`src/rtl/fp_pkg.sv`:
```
// Shared types and constant helpers for the power-of-two float scaler.
// Provides the per-lane classification enum and width/pattern helpers.
package fp_pkg;

    // Per-lane class decided in S1 and used by S2 to build the result.
    typedef enum logic [2:0] {
        FP_ZERO,
        FP_SPECIAL,
        FP_NORMAL,
        FP_OVF,
        FP_UNF
    } fp_class_e;

    // All-ones exponent code (inf/NaN) for an e-bit exponent field.
    function automatic int exp_max(input int e);
        return (1 << e) - 1;
    endfunction

    // Stored significand width, without the hidden bit.
    function automatic int sig_width(input int f, input int e);
        return f - e - 1;
    endfunction

    // Exponent code of the largest finite value.
    function automatic int max_finite_exp(input int e);
        return exp_max(e) - 1;
    endfunction

    // Exponent code of infinity.
    function automatic int inf_exp(input int e);
        return exp_max(e);
    endfunction

endpackage

```
`src/rtl/fp_scale_pow2_lane.sv`:
```
// Per-lane combinational logic for the power-of-two scaler.
// Classify half (feeds S1): unpacks in_float, adds the power to the
// exponent and classifies the lane. Pack half (fed by S1, feeds S2):
// builds the result float and the overflow/underflow flags.
// Ports:
//   in_float, power, negate        raw lane input, signed power, sign flip
//   cls_sign/kind/exp/sig          classification results for S1
//   res_sign/kind/exp/sig          registered S1 fields
//   res_float, res_ovf, res_unf    packed result and flags for S2
module fp_scale_pow2_lane
    import fp_pkg::*;
#(
    parameter int FLOATSIZE    = 16,
    parameter int EXPONENTSIZE = 5,
    parameter int POWER_WIDTH  = 6,
    parameter int SATURATE     = 1
) (
    input  logic [FLOATSIZE-1:0]              in_float,
    input  logic [POWER_WIDTH-1:0]            power,
    input  logic                              negate,
    output logic                              cls_sign,
    output fp_class_e                         cls_kind,
    output logic [EXPONENTSIZE-1:0]           cls_exp,
    output logic [FLOATSIZE-EXPONENTSIZE-2:0] cls_sig,
    input  logic                              res_sign,
    input  fp_class_e                         res_kind,
    input  logic [EXPONENTSIZE-1:0]           res_exp,
    input  logic [FLOATSIZE-EXPONENTSIZE-2:0] res_sig,
    output logic [FLOATSIZE-1:0]              res_float,
    output logic                              res_ovf,
    output logic                              res_unf
);

    localparam int E  = EXPONENTSIZE;
    localparam int S  = sig_width(FLOATSIZE, EXPONENTSIZE);
    localparam int EW = EXPONENTSIZE + 2;  // room for sign and carry of exp + k

    localparam logic signed [EW-1:0] OVF_LIMIT = EW'(exp_max(E));
    localparam logic [E-1:0]         MAX_EXP   = E'(max_finite_exp(E));
    localparam logic [E-1:0]         INF_EXP   = E'(inf_exp(E));

    logic [E-1:0]         exp_f;
    logic signed [EW-1:0] e_sum;

    assign exp_f = in_float[FLOATSIZE-2 -: E];
    assign e_sum = $signed({2'b00, exp_f}) + EW'($signed(power));

    // Negate is folded into the sign here, so S2 never needs it again.
    always_comb begin
        // NOTE: every output gets a default first so no path leaves it unassigned (no latch).
        cls_sign = in_float[FLOATSIZE-1] ^ negate;
        cls_exp  = e_sum[E-1:0];
        cls_sig  = in_float[S-1:0];
        cls_kind = FP_NORMAL;
        if (exp_f == '0)
            cls_kind = FP_ZERO;              // zero and denormals flush to zero
        else if (&exp_f)
            cls_kind = FP_SPECIAL;
        else if (e_sum >= OVF_LIMIT)
            cls_kind = FP_OVF;
        else if (e_sum[EW-1] || (e_sum == '0))
            cls_kind = FP_UNF;
    end

    always_comb begin
        res_float = {res_sign, {(FLOATSIZE-1){1'b0}}};
        res_ovf   = 1'b0;
        res_unf   = 1'b0;
        case (res_kind)
            FP_SPECIAL: res_float = {res_sign, INF_EXP, res_sig};  // payload kept
            FP_NORMAL:  res_float = {res_sign, res_exp, res_sig};
            FP_OVF: begin
                res_ovf = 1'b1;
                if (SATURATE != 0)
                    res_float = {res_sign, MAX_EXP, {S{1'b1}}};
                else
                    res_float = {res_sign, INF_EXP, {S{1'b0}}};
            end
            FP_UNF:     res_unf = 1'b1;
            default:    ;                    // FP_ZERO: signed zero
        endcase
    end

endmodule

```
`src/rtl/fp_scale_pow2_pipe.sv`:
```
// Pipelined multi-lane float multiply-by-2^k with per-lane negate.
// Two registered stages (S1 classify, S2 pack) on a valid/ready stream;
// latency 2, one beat per cycle when out_ready stays high.
// Ports:
//   clk, rst_n                 clock, synchronous active-low reset
//   in_valid/in_ready          input handshake
//   in_data, in_power          lane floats and shared signed power k
//   in_negate                  per-lane sign flip
//   out_valid/out_ready        output handshake
//   out_data, out_ovf, out_unf results and per-lane flags
//   clear_sticky               clears sticky flags (wins over a set)
//   sticky_ovf, sticky_unf     any flagged beat delivered since last clear
module fp_scale_pow2_pipe
    import fp_pkg::*;
#(
    parameter int FLOATSIZE    = 16,
    parameter int EXPONENTSIZE = 5,
    parameter int LANES        = 4,
    parameter int POWER_WIDTH  = 6,
    parameter int SATURATE     = 1
) (
    input  logic                         clk,
    input  logic                         rst_n,
    input  logic                         in_valid,
    output logic                         in_ready,
    input  logic [LANES*FLOATSIZE-1:0]   in_data,
    input  logic [POWER_WIDTH-1:0]       in_power,
    input  logic [LANES-1:0]             in_negate,
    output logic                         out_valid,
    input  logic                         out_ready,
    output logic [LANES*FLOATSIZE-1:0]   out_data,
    output logic [LANES-1:0]             out_ovf,
    output logic [LANES-1:0]             out_unf,
    input  logic                         clear_sticky,
    output logic                         sticky_ovf,
    output logic                         sticky_unf
);

    localparam int E = EXPONENTSIZE;
    localparam int S = sig_width(FLOATSIZE, EXPONENTSIZE);

    logic s1_valid, s2_valid;
    logic s1_adv, s2_adv, in_hs;

    logic [LANES-1:0] c_sign, s1_sign;
    fp_class_e        c_kind [LANES];
    fp_class_e        s1_kind[LANES];
    logic [E-1:0]     c_exp  [LANES];
    logic [E-1:0]     s1_exp [LANES];
    logic [S-1:0]     c_sig  [LANES];
    logic [S-1:0]     s1_sig [LANES];

    logic [LANES*FLOATSIZE-1:0] res_data;
    logic [LANES-1:0]           res_ovf, res_unf;

    // A stage moves when it is empty or its successor moves.
    assign s2_adv    = !s2_valid || out_ready;
    assign s1_adv    = !s1_valid || s2_adv;
    assign in_ready  = s1_adv;
    assign in_hs     = in_valid && in_ready;
    assign out_valid = s2_valid;

    for (genvar i = 0; i < LANES; i++) begin : g_lane
        fp_scale_pow2_lane #(
            .FLOATSIZE   (FLOATSIZE),
            .EXPONENTSIZE(EXPONENTSIZE),
            .POWER_WIDTH (POWER_WIDTH),
            .SATURATE    (SATURATE)
        ) u_lane (
            .in_float (in_data[i*FLOATSIZE +: FLOATSIZE]),
            .power    (in_power),
            .negate   (in_negate[i]),
            .cls_sign (c_sign[i]),
            .cls_kind (c_kind[i]),
            .cls_exp  (c_exp[i]),
            .cls_sig  (c_sig[i]),
            .res_sign (s1_sign[i]),
            .res_kind (s1_kind[i]),
            .res_exp  (s1_exp[i]),
            .res_sig  (s1_sig[i]),
            .res_float(res_data[i*FLOATSIZE +: FLOATSIZE]),
            .res_ovf  (res_ovf[i]),
            .res_unf  (res_unf[i])
        );
    end

    // NOTE: sequential state uses non-blocking assignments so every register samples pre-edge values.
    always_ff @(posedge clk) begin
        if (!rst_n)
            s1_valid <= 1'b0;
        else if (s1_adv)
            s1_valid <= in_valid;
    end

    // NOTE: the S1 payload has no reset; s1_valid alone says whether it is meaningful.
    always_ff @(posedge clk) begin
        if (in_hs) begin
            s1_sign <= c_sign;
            for (int i = 0; i < LANES; i++) begin
                s1_kind[i] <= c_kind[i];
                s1_exp[i]  <= c_exp[i];
                s1_sig[i]  <= c_sig[i];
            end
        end
    end

    // S2 payload is the visible output, so it resets to zero and only
    // changes when a new beat moves in; it holds while stalled.
    always_ff @(posedge clk) begin
        if (!rst_n) begin
            s2_valid <= 1'b0;
            out_data <= '0;
            out_ovf  <= '0;
            out_unf  <= '0;
        end else if (s2_adv) begin
            s2_valid <= s1_valid;
            if (s1_valid) begin
                out_data <= res_data;
                out_ovf  <= res_ovf;
                out_unf  <= res_unf;
            end
        end
    end

    // Clear wins over a same-cycle set; that event is deliberately dropped.
    always_ff @(posedge clk) begin
        if (!rst_n) begin
            sticky_ovf <= 1'b0;
            sticky_unf <= 1'b0;
        end else if (clear_sticky) begin
            sticky_ovf <= 1'b0;
            sticky_unf <= 1'b0;
        end else if (out_valid && out_ready) begin
            if (|out_ovf) sticky_ovf <= 1'b1;
            if (|out_unf) sticky_unf <= 1'b1;
        end
    end

endmodule

```
`config.mk`:
```
export PLATFORM = sky130hd
export DESIGN_NAME = fp_scale_pow2_pipe
export DESIGN_NICKNAME = d
export VERILOG_FILES = /design/src/rtl/fp_pkg.sv /design/src/rtl/fp_scale_pow2_lane.sv /design/src/rtl/fp_scale_pow2_pipe.sv
export SDC_FILE = /design/constraint.sdc
export NUM_CORES = 1
export LEC_CHECK = 0
export ABC_CLOCK_PERIOD_IN_PS = 3600
export CAP_MARGIN = 20
export CELL_PAD_IN_SITES_DETAIL_PLACEMENT = 0
export CELL_PAD_IN_SITES_GLOBAL_PLACEMENT = 1
export CORE_MARGIN = 3
export CORE_UTILIZATION = 40
export DETAILED_ROUTE_END_ITERATION = 16
export HOLD_SLACK_MARGIN = 0.12
export PLACE_DENSITY = 0.88
export SKIP_CTS_REPAIR_TIMING = 1
export SYNTH_ARGS = -nofsm -noshare
export SYNTH_HDL_FRONTEND = slang
export SYNTH_HIERARCHICAL = 1
export SYNTH_SLANG_ARGS = --single-unit
```
`constraint.sdc`:
```
create_clock -name clk -period 3.6 [get_ports clk]
set_input_delay 0.54 -clock clk [delete_from_list [all_inputs] [get_ports clk]]
set_output_delay 0.54 -clock clk [all_outputs]
set_load 0.02 [all_outputs]
```
# Yosys cells after proc, flatten, opt, wreduce, memory -nomap -nowiden
# Memory sizes are Yosys's and may differ from the RTL's.
# Index checks and enable logic that the tools add are counted.
# totals
inputBits	79
mem_bits_rw	72
elab_cells	98
n_memories	3
ff_bits	80
output_inout_bits	76
# memory_table
name	depth	word_bits	rd	rd_clocked_by_memory_dff	wr	line	rtl
s1_sig	4	10	4	0	4	fp_scale_pow2_pipe.sv:51	logic [S-1:0] s1_sig [LANES];
s1_exp	4	5	4	0	4	fp_scale_pow2_pipe.sv:49	logic [E-1:0] s1_exp [LANES];
s1_kind	4	3	4	0	4	fp_scale_pow2_pipe.sv:47	fp_class_e s1_kind[LANES];
# classes
magnitude_cmp	4
n_addsub	4
n_eq_ne	16
n_reduce_logical	28
bitwise	5
mux	30
# ops
operator	count
$pmux 15 s3	4
$mux 3	16
$add 6x6->7	4
$ge 7x6->1 const B	4
$logic_not 7->1	4
$eq 3x2->1 const B	8
$logic_not 5->1	4
$reduce_and 5->1	4
$eq 3x1->1 const B	4
$eq 3x3->1 const B	4
$mux 1	10
$reduce_or 4->1	2
$logic_or 1x1->1	6
$reduce_and 2->1	3
$xor 1x1->1	4
$logic_and 1x1->1	2
$logic_not 1->1	2
$reduce_or 2->1	1
$not 1->1	1

# Logic depth before layout (Yosys ltp)
# depth
word_depth	7
depth_mapped	7
mapped_depth_nobuf	7

# By module
# The synthesis kept the hierarchy.
# modules_own_cells
mod	area_each_um2	n_inst	cells_per_inst	seq_area_each_um2
fp_scale_pow2_pipe	5311.3	1	406	3803.6
fp_scale_pow2_lane	566.8	4	90	0.0

# Worst setup path after synthesis
# OpenSTA, ideal clock, no wires.
# synth_timing
path_kind	input-to-reg
from	input port out_ready
to	memory s1_exp[0][0] in the netlist's numbering (enable)
setup_ps	443
slack_ps	578
arrival_ps	2580
path_stages	3
path_buffers	0
required_ps	3157
path_cell_list	nor2b_4 -> nand2_1 -> and2_1
# synth_rtl
item	line	rtl
start: declaration	fp_scale_pow2_pipe.sv:30	input logic out_ready,
end: declaration	fp_scale_pow2_pipe.sv:49	

==> flow_summary.toml <==
[drt]
drc = 0
num_vias = 5553
viasPerCell = 5.034
ant_nets = 0
drtIter0Drc = 281
avgRoutedWirePerCell_um = 15.24
drt_wl_total_mm = 16.81
first_pass_iters = 4

[grt]
grt_overflow = 0
antenna_found_initial = 0
grt_pass1_vias = 5213
grt_max_degree = 73
track_usage_pct = 16.32
grt_first_pass_wirelength_mm = 26.73

[worst_setup_path]
cp_max_fo = 8
critPathTopFamily = "compound AO/OA/AOI/OAI gates"
slowest_delay_ns = 0.76
crit_type = "in -> reg"
crit_slowest_cell = "clkdlybuf4s50_1"
worstPathRequired_ns = 3.76
cp-start-kind = "primary input"
crit_path_end_kind = "flip-flop"
crit_chain = "clkdlybuf4s50_1, ha_1, a211oi_2, or4_1, o2111ai_1, o41ai_2, nor3b_1"
crit_start = "in_power[1]"
worstSetupPathDepth = 7
critPathBufInv = 1
r2r_cells = 4
arrival_ns = 2.67
rr_startpoint = "out_valid"

[clocking]
cts_tree = "done"
numCtsBuffers = 17
ctsHtreeMaxLevel = 4
worstSkewPairLatency_ns = 0.42
ctsLongestPathBuffers = 2
clkSinkCount = 152
path_clk_slew_ns = 0.06
cts-root-buf = "clkbuf_16"

[sta]
setup_viol = 0
fin_crit_sh_pct = 69.87
slew_headroom_pct = 51.52
hold_viol = 0
drv_slew = 0
max_freq_mhz = 397.5
period_needed_ns = 2.515
skew_ns = 0.005780
rsz0062_at_grt = "no"
fin_tns_setup_ns = 0
setup_slack_ns = 1.085
worstMarginPinSlew_ns = 0.7249

[floorplan]
dieArea_um2 = 20630
coreArea_um2 = 18270
fp.dieH_um = 143.6
io_pins = 155
chipWidth_um = 143.6
num_rows = 49
start_util_pct = 41.48

[final_layout]
n_fill_cell = 1653
regArea_um2 = 3804
antenna_cells = 0
nNetsFinal = 964
drive_gt1_share_pct = 6.178
synthToLayoutAreaGrowth_pct = 25.34
design_area_um2 = 9499
final_common_cell = "nand2_1"
layout_common_cells = "nand2_1 (189), clkdlybuf4s50_1 (153), dfxtp_1 (76), edfxtp_1 (76), mux2i_1 (72)"
multiInputGateArea_um2 = 3193
final_util_pct = 51.99

[logic_synthesis]
synth-seq-cells = 152
ys_types = 36
synth-main-ff-cell = "edfxtp_1"
syn_inst = 766
syn-mean-instance-area_um2 = 9.894
synth_warnings = 6
seq_area_frac_synth_pct = 50.19
netlist_area_um2 = 7579
synth_edf_count = 76
async_flop_share_pct = 0
syn_nets = 869

[power]
seqPwrFrac_pct = 45.7
p_sw_mw = 1.146
power_mw = 4.434
leakage_nw = 3.585
swShare_pct = 25.85
power_frac_comb_pct = 16.0
p_int_mw = 3.288
p_clk_share_pct = 38.2
power_density_nw_per_um2 = 466.8
ir_drop_uv = 217.8

[worst_hold_path]
hold_start = "out_data[31]"
worstHoldPathCells = 2
min_path_type = "reg -> reg"

[placement]
dpl-instance-area_um2 = 8937
dp_hpwl_mm = 11.85
pre_cts_slack_ns = 0.6523
io_buffer_count = 154
place_congestion = 0.8275

[run_status]
run_status = "finished clean"

[job]
drv_cap = 0
## kinds of logic after synthesis
| family | share of synthesized area [%] |
|---|---|
| multiplexers | 9.510 |
| flip-flops | 50.19 |
| AO/OA/AOI/OAI | 8.519 |
| adder cells (fa/ha/maj) | 4.359 |
| buffers and inverters | 7.776 |
| XOR/XNOR | 1.387 |
| AND/OR/NAND/NOR | 18.26 |
## routing by layer
| metal | share of wire [%] | up-vias | GRT usage [%] |
|---|---|---|---|
| li1 | - | 2800 | - |
| met1 | 47 | 2610 | 22.82 |
| met2 | 48 | 127 | 25.87 |
| met3 | 4.0 | 16 | 2.928 |
| met4 | 1.4 | 0 | 5.203 |
| met5 | 0 | - | 0 |
## worst register-to-register path, cell delays in order, from the launching register on
cell     delay (ns)
dfxtp_1        0.33
nor2b_4        0.15
nand2_1        0.09
and2_4         0.44
buf_12         0.31
## power by group through the flow
stage	Sequential [mW]	Clock, mW	Combinational (mW)
floorplan	2.08	0	0.441
global placement	2.06	0	0.703
detailed placement	2.07	0	0.712
CTS	2.03	1.74	0.715
global route	2.04	1.81	0.786
finish	2.03	1.70	0.710
## registers in the layout, indices dropped and copies added, names as in the netlist
register,count
s1_kind,12
s1_sign,4
out_valid,1
s1_valid,1
out_unf,4
out_data,64
s1_exp,20
sticky_unf,1
out_ovf,4
sticky_ovf,1
s1_sig,40
## final timing paths
path	to	slack, ns
worst min-delay path	out_data[31]	0.45
worst min register to register	out_data[31]	0.45
worst max-delay path	s1_kind[0][1]	1.08
worst max register to register	s1_exp[1][2]	1.91
## synth_stat cells, drive strengths merged (5+ instances only)
library cell	count	area, um^2
inv	12	45.04
a21oi	69	345.3
nor3b	8	60.06
ha	20	250.2
edfxtp	76	2282
and3b	8	70.07
dfxtp	76	1521
nand2	189	709.4
nand3	8	40.04
xor2	12	105.1
or4	10	75.07
nor2	46	172.7
clkbuf	29	108.9
a31oi	10	62.56
nand2b	5	31.28
buf	55	435.4
and3	12	75.07
mux2i	72	720.7
## per-stage QoR
| stage | instances | hold WS [ns] |
|---|---|---|
| after floorplan | 766 | 0.4761 |
| after global placement | 1071 | 0.4428 |
| after detailed placement | 1071 | 0.4468 |
| after CTS | 1103 | 0.4562 |
| after global routing | 1103 | 0.4703 |
| final | 1103 | 0.4534 |
## cell type report
cell class | count | area share [%]
multi-input cells | 518 | 33.61
clock buffers | 18 | 4.518
flip-flops and latches | 152 | 40.04
repair buffers | 160 | 16.94
clock inverters | 14 | 1.396
inverters | 12 | 0.4742
well taps | 229 | 3.016
No activity file was read; power rests on OpenSTA's default activity.
